==> src/rtl/serial_adder_seq_pkg.sv <==
// Shared definitions for the bit-serial adder.
//   sa_state_e : 2-bit controller state encoding (IDLE=0, RUN=1, DONE=2).
//                Code 3 is unused and recovers to IDLE.
package serial_adder_seq_pkg;

    typedef enum logic [1:0] {
        SA_IDLE = 2'd0,
        SA_RUN  = 2'd1,
        SA_DONE = 2'd2
    } sa_state_e;

endpackage

==> src/rtl/serial_adder_seq_fa.sv <==
// structuralFullAdder: 1-bit full adder built from two-input gate levels.
// A behavioural full adder with the same ports can replace it without
// touching the serial controller.
//   sum      out 1  a ^ b ^ carryin
//   carryout out 1  majority(a, b, carryin)
//   a        in  1  operand bit A
//   b        in  1  operand bit B
//   carryin  in  1  carry from the previous bit
module structuralFullAdder (
    output logic sum,
    output logic carryout,
    input  logic a,
    input  logic b,
    input  logic carryin
);

    logic ab_xor_s;
    logic ab_and_s;
    logic cx_and_s;

    // First level: half-adder on the two operand bits
    assign ab_xor_s = a ^ b;
    assign ab_and_s = a & b;

    // Second level: fold in the incoming carry
    assign sum      = ab_xor_s ^ carryin;
    assign cx_and_s = ab_xor_s & carryin;

    // Third level: either half-adder stage may generate the carry
    assign carryout = ab_and_s | cx_and_s;

endmodule

==> src/rtl/serial_adder_seq.sv <==
// serial_adder_seq: bit-serial WIDTH-bit adder with start/busy/done handshake.
// Operands are shifted LSB-first through one full-adder cell; the carry is
// held in a flip-flop between bits and sum bits shift into a result register.
//   clk   in  1      rising-edge clock
//   rst_n in  1      synchronous active-low reset
//   start in  1      launches an add when sampled high in IDLE or DONE
//   a     in  WIDTH  operand A (sampled on the accepting edge only)
//   b     in  WIDTH  operand B (sampled on the accepting edge only)
//   cin   in  1      carry-in (sampled on the accepting edge only)
//   busy  out 1      high while in RUN
//   done  out 1      one-cycle pulse when sum/cout become valid
//   sum   out WIDTH  result, held until the next completion or reset
//   cout  out 1      final carry-out, held like sum
module serial_adder_seq
    import serial_adder_seq_pkg::*;
#(
    parameter int WIDTH = 8
) (
    input  logic             clk,
    input  logic             rst_n,
    input  logic             start,
    input  logic [WIDTH-1:0] a,
    input  logic [WIDTH-1:0] b,
    input  logic             cin,
    output logic             busy,
    output logic             done,
    output logic [WIDTH-1:0] sum,
    output logic             cout
);

    localparam int               CNT_W    = $clog2(WIDTH) + 1;
    localparam logic [CNT_W-1:0] LAST_CNT = CNT_W'(WIDTH - 1);
    localparam logic [CNT_W-1:0] CNT_ONE  = CNT_W'(1);

    sa_state_e        state_r;
    logic [WIDTH-1:0] a_sh_r;
    logic [WIDTH-1:0] b_sh_r;
    logic [WIDTH-1:0] res_sh_r;
    logic             c_ff_r;
    logic [CNT_W-1:0] cnt_r;
    logic [WIDTH-1:0] sum_r;
    logic             cout_r;

    logic             fa_sum_s;
    logic             fa_cout_s;
    logic [WIDTH-1:0] res_next_s;

    structuralFullAdder u_fa (
        .sum      (fa_sum_s),
        .carryout (fa_cout_s),
        .a        (a_sh_r[0]),
        .b        (b_sh_r[0]),
        .carryin  (c_ff_r)
    );

    // New sum bit enters at the MSB; a 1-bit adder has nothing to shift down
    generate
        if (WIDTH == 1) begin : g_res_w1
            assign res_next_s = fa_sum_s;
        end else begin : g_res_wn
            assign res_next_s = {fa_sum_s, res_sh_r[WIDTH-1:1]};
        end
    endgenerate

    // Controller, datapath shift registers, carry flop and result registers
    always_ff @(posedge clk) begin
        if (!rst_n) begin
            state_r  <= SA_IDLE;
            a_sh_r   <= '0;
            b_sh_r   <= '0;
            res_sh_r <= '0;
            c_ff_r   <= 1'b0;
            cnt_r    <= '0;
            sum_r    <= '0;
            cout_r   <= 1'b0;
        end else begin
            case (state_r)
                // DONE accepts start exactly like IDLE so back-to-back adds have no bubble
                SA_IDLE, SA_DONE: begin
                    if (start) begin
                        a_sh_r   <= a;
                        b_sh_r   <= b;
                        c_ff_r   <= cin;
                        cnt_r    <= '0;
                        res_sh_r <= '0;
                        state_r  <= SA_RUN;
                    end else begin
                        state_r  <= SA_IDLE;
                    end
                end
                SA_RUN: begin
                    res_sh_r <= res_next_s;
                    c_ff_r   <= fa_cout_s;
                    a_sh_r   <= a_sh_r >> 1'b1;
                    b_sh_r   <= b_sh_r >> 1'b1;
                    cnt_r    <= cnt_r + CNT_ONE;
                    // Outputs update only here, so they never expose partial bits
                    if (cnt_r == LAST_CNT) begin
                        sum_r   <= res_next_s;
                        cout_r  <= fa_cout_s;
                        state_r <= SA_DONE;
                    end else begin
                        state_r <= SA_RUN;
                    end
                end
                default: begin
                    state_r <= SA_IDLE;
                end
            endcase
        end
    end

    assign busy = (state_r == SA_RUN);
    assign done = (state_r == SA_DONE);
    assign sum  = sum_r;
    assign cout = cout_r;

endmodule

==> config.mk <==
export PLATFORM = sky130hd
export DESIGN_NAME = serial_adder_seq
export DESIGN_NICKNAME = d
export VERILOG_FILES = /design/src/rtl/serial_adder_seq_pkg.sv /design/src/rtl/serial_adder_seq_fa.sv /design/src/rtl/serial_adder_seq.sv
export SDC_FILE = /design/constraint.sdc
export NUM_CORES = 1
export LEC_CHECK = 0
export CELL_PAD_IN_SITES_DETAIL_PLACEMENT = 0
export CELL_PAD_IN_SITES_GLOBAL_PLACEMENT = 2
export CORE_UTILIZATION = 32
export CTS_BUF_LIST = sky130_fd_sc_hd__clkbuf_8
export CTS_CLUSTER_SIZE = 30
export DETAILED_ROUTE_END_ITERATION = 8
export PLACE_DENSITY = 0.87
export SKIP_CTS_REPAIR_TIMING = 1
export SYNTH_ARGS = -nofsm -noshare
export SYNTH_HDL_FRONTEND = slang
export SYNTH_SLANG_ARGS = --single-unit
==> constraint.sdc <==
create_clock -name clk -period 1.35 [get_ports clk]
set_input_delay 0.405 -clock clk [delete_from_list [all_inputs] [get_ports clk]]
set_output_delay 0.405 -clock clk [all_outputs]
set_load 0.03 [all_outputs]
# Yosys cells after proc, flatten, opt, wreduce, memory -nomap -nowiden
# Cells that the tools add are included.
[word_totals]
wordCells = 36
in_bits = 20
output_inout_bits = 11
reg_bits = 40
[op_classes]
add_sub_neg = 1
bitwise = 5
n_reduce_logical = 5
eq_ne = 4
mux = 13
[ops]
columns = ["op", "count"]
rows = [
  ["$pmux 8 s2", 3],
  ["$mux 8", 3],
  ["$pmux 4 s2", 1],
  ["$add 4x1->4 const B", 1],
  ["$eq 4x3->1 const B", 1],
  ["$mux 4", 1],
  ["$pmux 2 s2", 1],
  ["$reduce_and 2->1", 2],
  ["$and 1x1->1", 2],
  ["$eq 2x1->1 const B", 1],
  ["$eq 2x2->1 const B", 1],
  ["$logic_not 2->1", 1],
  ["$mux 1", 2],
  ["$mux 2", 1],
  ["$ne 2x2->1 const B", 1],
  ["$pmux 1 s2", 1],
  ["$reduce_bool 2->1", 1],
  ["$reduce_or 2->1", 1],
  ["$xor 1x1->1", 2],
  ["$or 1x1->1", 1],
]

# Logic depth before layout (Yosys ltp)
[logic_depth]
word_depth = 4
mapped_depth = 5
mapped_depth_nobuf = 4

# Cells and area by module
# A second synthesis with hierarchy kept.
[unflattened]
cells_unflattened = 179
hier_area_um2 = 1626.6
[modules_own_cells]
columns = ["mod", "seq_area_each_um2", "instances", "cells_each", "area_per_inst_um2"]
rows = [
  ["serial_adder_seq", 780.7, 1, 178, 1606.5],
  ["structuralFullAdder", 0.0, 1, 1, 20.0],
]

# Worst setup path after synthesis
# Ideal clock, no wire load.
[synth_path]
kind = "reg2out"
from = "reg state_r[1]"
to = "out busy"
arrival_time_ns = 0.854
required_ns = 0.945
stages_incl_launch_ff = 4
n_path_buf = 1
setup_slack_ns = 0.091
path_cell_list = "dfxtp_1 > nand2b_2 > inv_4 > buf_2"
[synth_between]
elab_chain_cells = 1
[synth_lines]
columns = ["element", "line", "source"]
rows = [
  ["start: declaration", "serial_adder_seq.sv:35", "sa_state_e state_r;"],
  ["start signal: assignment", "serial_adder_seq.sv:68", "state_r <= SA_IDLE;"],
  ["start signal: assignment", "serial_adder_seq.sv:86", "state_r <= SA_RUN;"],
  ["start signal: assignment", "serial_adder_seq.sv:88", "state_r <= SA_IDLE;"],
  ["$eq 2x1->1", "serial_adder_seq.sv:113", "assign busy = (state_r == SA_RUN);"],
  ["end: declaration", "serial_adder_seq.sv:25", "output logic busy,"],
]
# No other way between the ends.

# Worst setup path in the final report
[layout_path]
from = "reg state_r[0]"
to = "out done"
[layout_between]
elab_chain_cells = 1
[layout_lines]
columns = ["element", "line", "source"]
rows = [
  ["$eq 2x2->1", "serial_adder_seq.sv:114", "assign done = (state_r == SA_DONE);"],
  ["end: declaration", "serial_adder_seq.sv:26", "output logic done,"],
]
# No other way between the ends.

==> flow_summary_export.csv <==
group,metric,value,unit
status,run_status,"finished, violations left",
status,violations,"negative setup slack",
synth,yosys_register_bits,39,
detailed_routing,vias,1385,
timing,slew_headroom,85.4,%
synth,synth.area.mux_share,7.10,%
timing,setup_slack,-0.0464,ns
critical_path,startpoint,"state_r[0]$_SDFF_PN0_",
synth,synthCells,179,
layout,final_cell_mix,"dfxtp_1 (37), nand2_1 (28), a21oi_1 (28)",
critical_path,worstPathArrival,0.99,ns
layout,layout.nets,240,
layout,area_growth,33.7,%
synth,syn_area,1620,sq um
synth,synth_cell_types,26,
clock_network,cts_root_buf,"clkbuf_8",
floorplan,pin_count,31,
clock_network,cts_made_buffers,5,
layout,multi_input_area,753,sq um
layout,fill_cells,468,
layout,antenna_cells,0,
timing,period_share,103,%
clock_network,cts_sinks,39,
grt,grt_pass1_wl,5930,um
hold_path,min_path_type,"reg -> reg",
grt,track_usage,14.8,%
synth,synth_top_family_by_area,"simple AND/OR/NAND/NOR gates",
synth,syn_avg_cell_area,9.06,sq um
synth,ys_warn_count,0,
flow_run,maxCapViolCount,0,
floorplan,num_rows,25,
floorplan,fp.dieH,73.2,um
detailed_routing,routed_wl,3620,um
clock_network,htree_levels,2,
synth,synthSimpleGateAreaFrac,20.0,%
place,place_area,2000,sq um
timing,rsz0062_at_grt,"yes",
floorplan,fp.dieW,73.2,um
synth,yosys.area.top_type,"dfxtp_1",
grt,grt_pass1_vias,1384,
power,leakagePower,0.812,nW
detailed_routing,post-route-drc-count,0,
place,dp_hpwl,2480,um
critical_path,cp-start-kind,"flop",
grt,antenna_found_initial,0,
critical_path,worst-endpoint-required,0.95,ns
synth,netlist_top_cells_area,"dfxtp_1 (48%), a21oi_1 (8.6%), nand3_1 (8.3%), a22oi_1 (6.9%), nand2_1 (6.5%)",
critical_path,path_max_fanout,4,
timing,tightest_slew,0.219,ns
layout,drive_gt1_share,19.6,%
synth,synth_nets,201,
timing,hold_violations,0,
floorplan,coreArea,4790,sq um
layout,final_cell_area,2170,sq um
timing,slew_violations,0,
critical_path,r2r-start,"cnt_r[1]$_SDFFE_PN0P_",
power,finalPower,2.54,mW
place,dp.cells,275,
clock_network,clkLatencyLatePin,0.30,ns
timing,fmax,716,MHz
power,ir_drop,0.591,mV
power,powerDensity,1170,nW/um^2
detailed_routing,postRouteAntennaNets,0,
synth,synth_top_cell_area_share,48.1,%
layout,fin_cells,286,
clock_network,clk_pin_slew,0.08,ns
critical_path,end_kind,"primary output",
detailed_routing,first_pass_iters,4,
synth,synth_compound_area_share,16.4,%
hold_path,hold_path_startpoint,"sum[1]$_SDFFE_PN0P_",
critical_path,critPathKind,"reg -> out",
floorplan,die_area,5360,sq um
timing,finalCriticalPeriod,1.40,ns
timing,setup_viol,2,
synth,synth_fa_ha_area_share,2.01,%
grt,grt_max_degree,28,
grt,gr-total-overflow,0,
detailed_routing,drt-vias-per-instance,4.84,
timing,finClkSkew,0.00507,ns
place,gp_congestion,0.734,
layout,mostFrequentLayoutCell,"dfxtp_1",
synth,synth.yosys.seq_area_share,48.1,%
clock_network,clock_path_buffers,2,
floorplan,start_util,33.9,%
layout,seqCellArea,786,sq um
detailed_routing,drt_iter0_markers,60,
clock_network,cts_tree,"done",
synth,synth-xor-area-share,0,%
detailed_routing,avgRoutedWirePerCell,12.6,um
place,io_buffers,30,
[stage by stage]
stage                     util, %  setup slack, ns  setup TNS (ns)  hold slack (ns)
after global placement       41.8           -0.259           -5.26            0.443
final                        45.3          -0.0464         -0.0711            0.463
after global routing         45.3          -0.0763          -0.569            0.478
after floorplan                 -           0.0907               0            0.438
after detailed placement     41.8           -0.286           -5.91            0.455
after CTS                    44.3           -0.224          -0.325            0.467
[path summary, 6_finish.rpt]
path / slack (ns) / endpoint / cells past startpoint
setup reg to reg: 0.07 / sum[7]$_SDFFE_PN0P_ / 5
setup / recovery: -0.05 / done / 2
hold / removal: 0.46 / sum[1]$_SDFFE_PN0P_ / 2
hold reg to reg: 0.46 / sum[1]$_SDFFE_PN0P_ / 2
[layout make-up]
| type | instances | area share, % |
|---|---|---|
| Sequential cell | 39 | 36.2 |
| Inverter | 2 | 0.692 |
| Clock buffer | 6 | 3.81 |
| Multi-Input combinational cell | 124 | 34.7 |
| Tap cell | 67 | 3.87 |
| Timing Repair Buffer | 46 | 19.0 |
| Clock inverter | 2 | 1.62 |
[metal layers]
layer / share of wire, % / track usage, % / up-vias
met5: 0 / 0 / -
met2: 48 / 25.7 / 28
li1: - / - / 705
met4: 2.6 / 9.80 / 0
met1: 45 / 15.9 / 645
met3: 4.3 / 3.59 / 7
[registers in the layout, summed over array words and instances, names as in the netlist]
| name | flops |
|---|---|
| a_sh_r | 8 |
| b_sh_r | 8 |
| c_ff_r | 1 |
| cnt_r | 4 |
| cout | 1 |
| res_sh_r | 7 |
| state_r | 2 |
| sum | 8 |
[power by group]
part           internal (mW)  switching [mW]  leakage [nW]
logic                  0.150           0.163         0.432
registers               1.19          0.0272         0.318
clock network          0.598           0.411        0.0612
[cell usage after synthesis (all sizes together)]
cell type  instances
nand3b             1
a22oi             15
fa                 1
nor2b              1
clkbuf             1
and2b              1
nand2b             4
nand2             28
nand3             27
buf               14
a21oi             28
nor3               1
inv                2
ha                 1
a211oi             1
mux2i             10
dfxtp             39
mux2               1
nor2               2
nand4              1
[worst max-delay path: stages (launching register included)]
cell and delay, ns:
dfxtp_4 0.36, and2b_1 0.21, buf_6 0.13
[kinds of logic after synthesis]
kind of cell / Yosys count
AO/OA/AOI/OAI: 44
adder cells (fa/ha/maj): 2
buffers and inverters: 17
flip-flops: 39
multiplexers: 11
AND/OR/NAND/NOR: 66
Power figures use the tool's default switching activity.
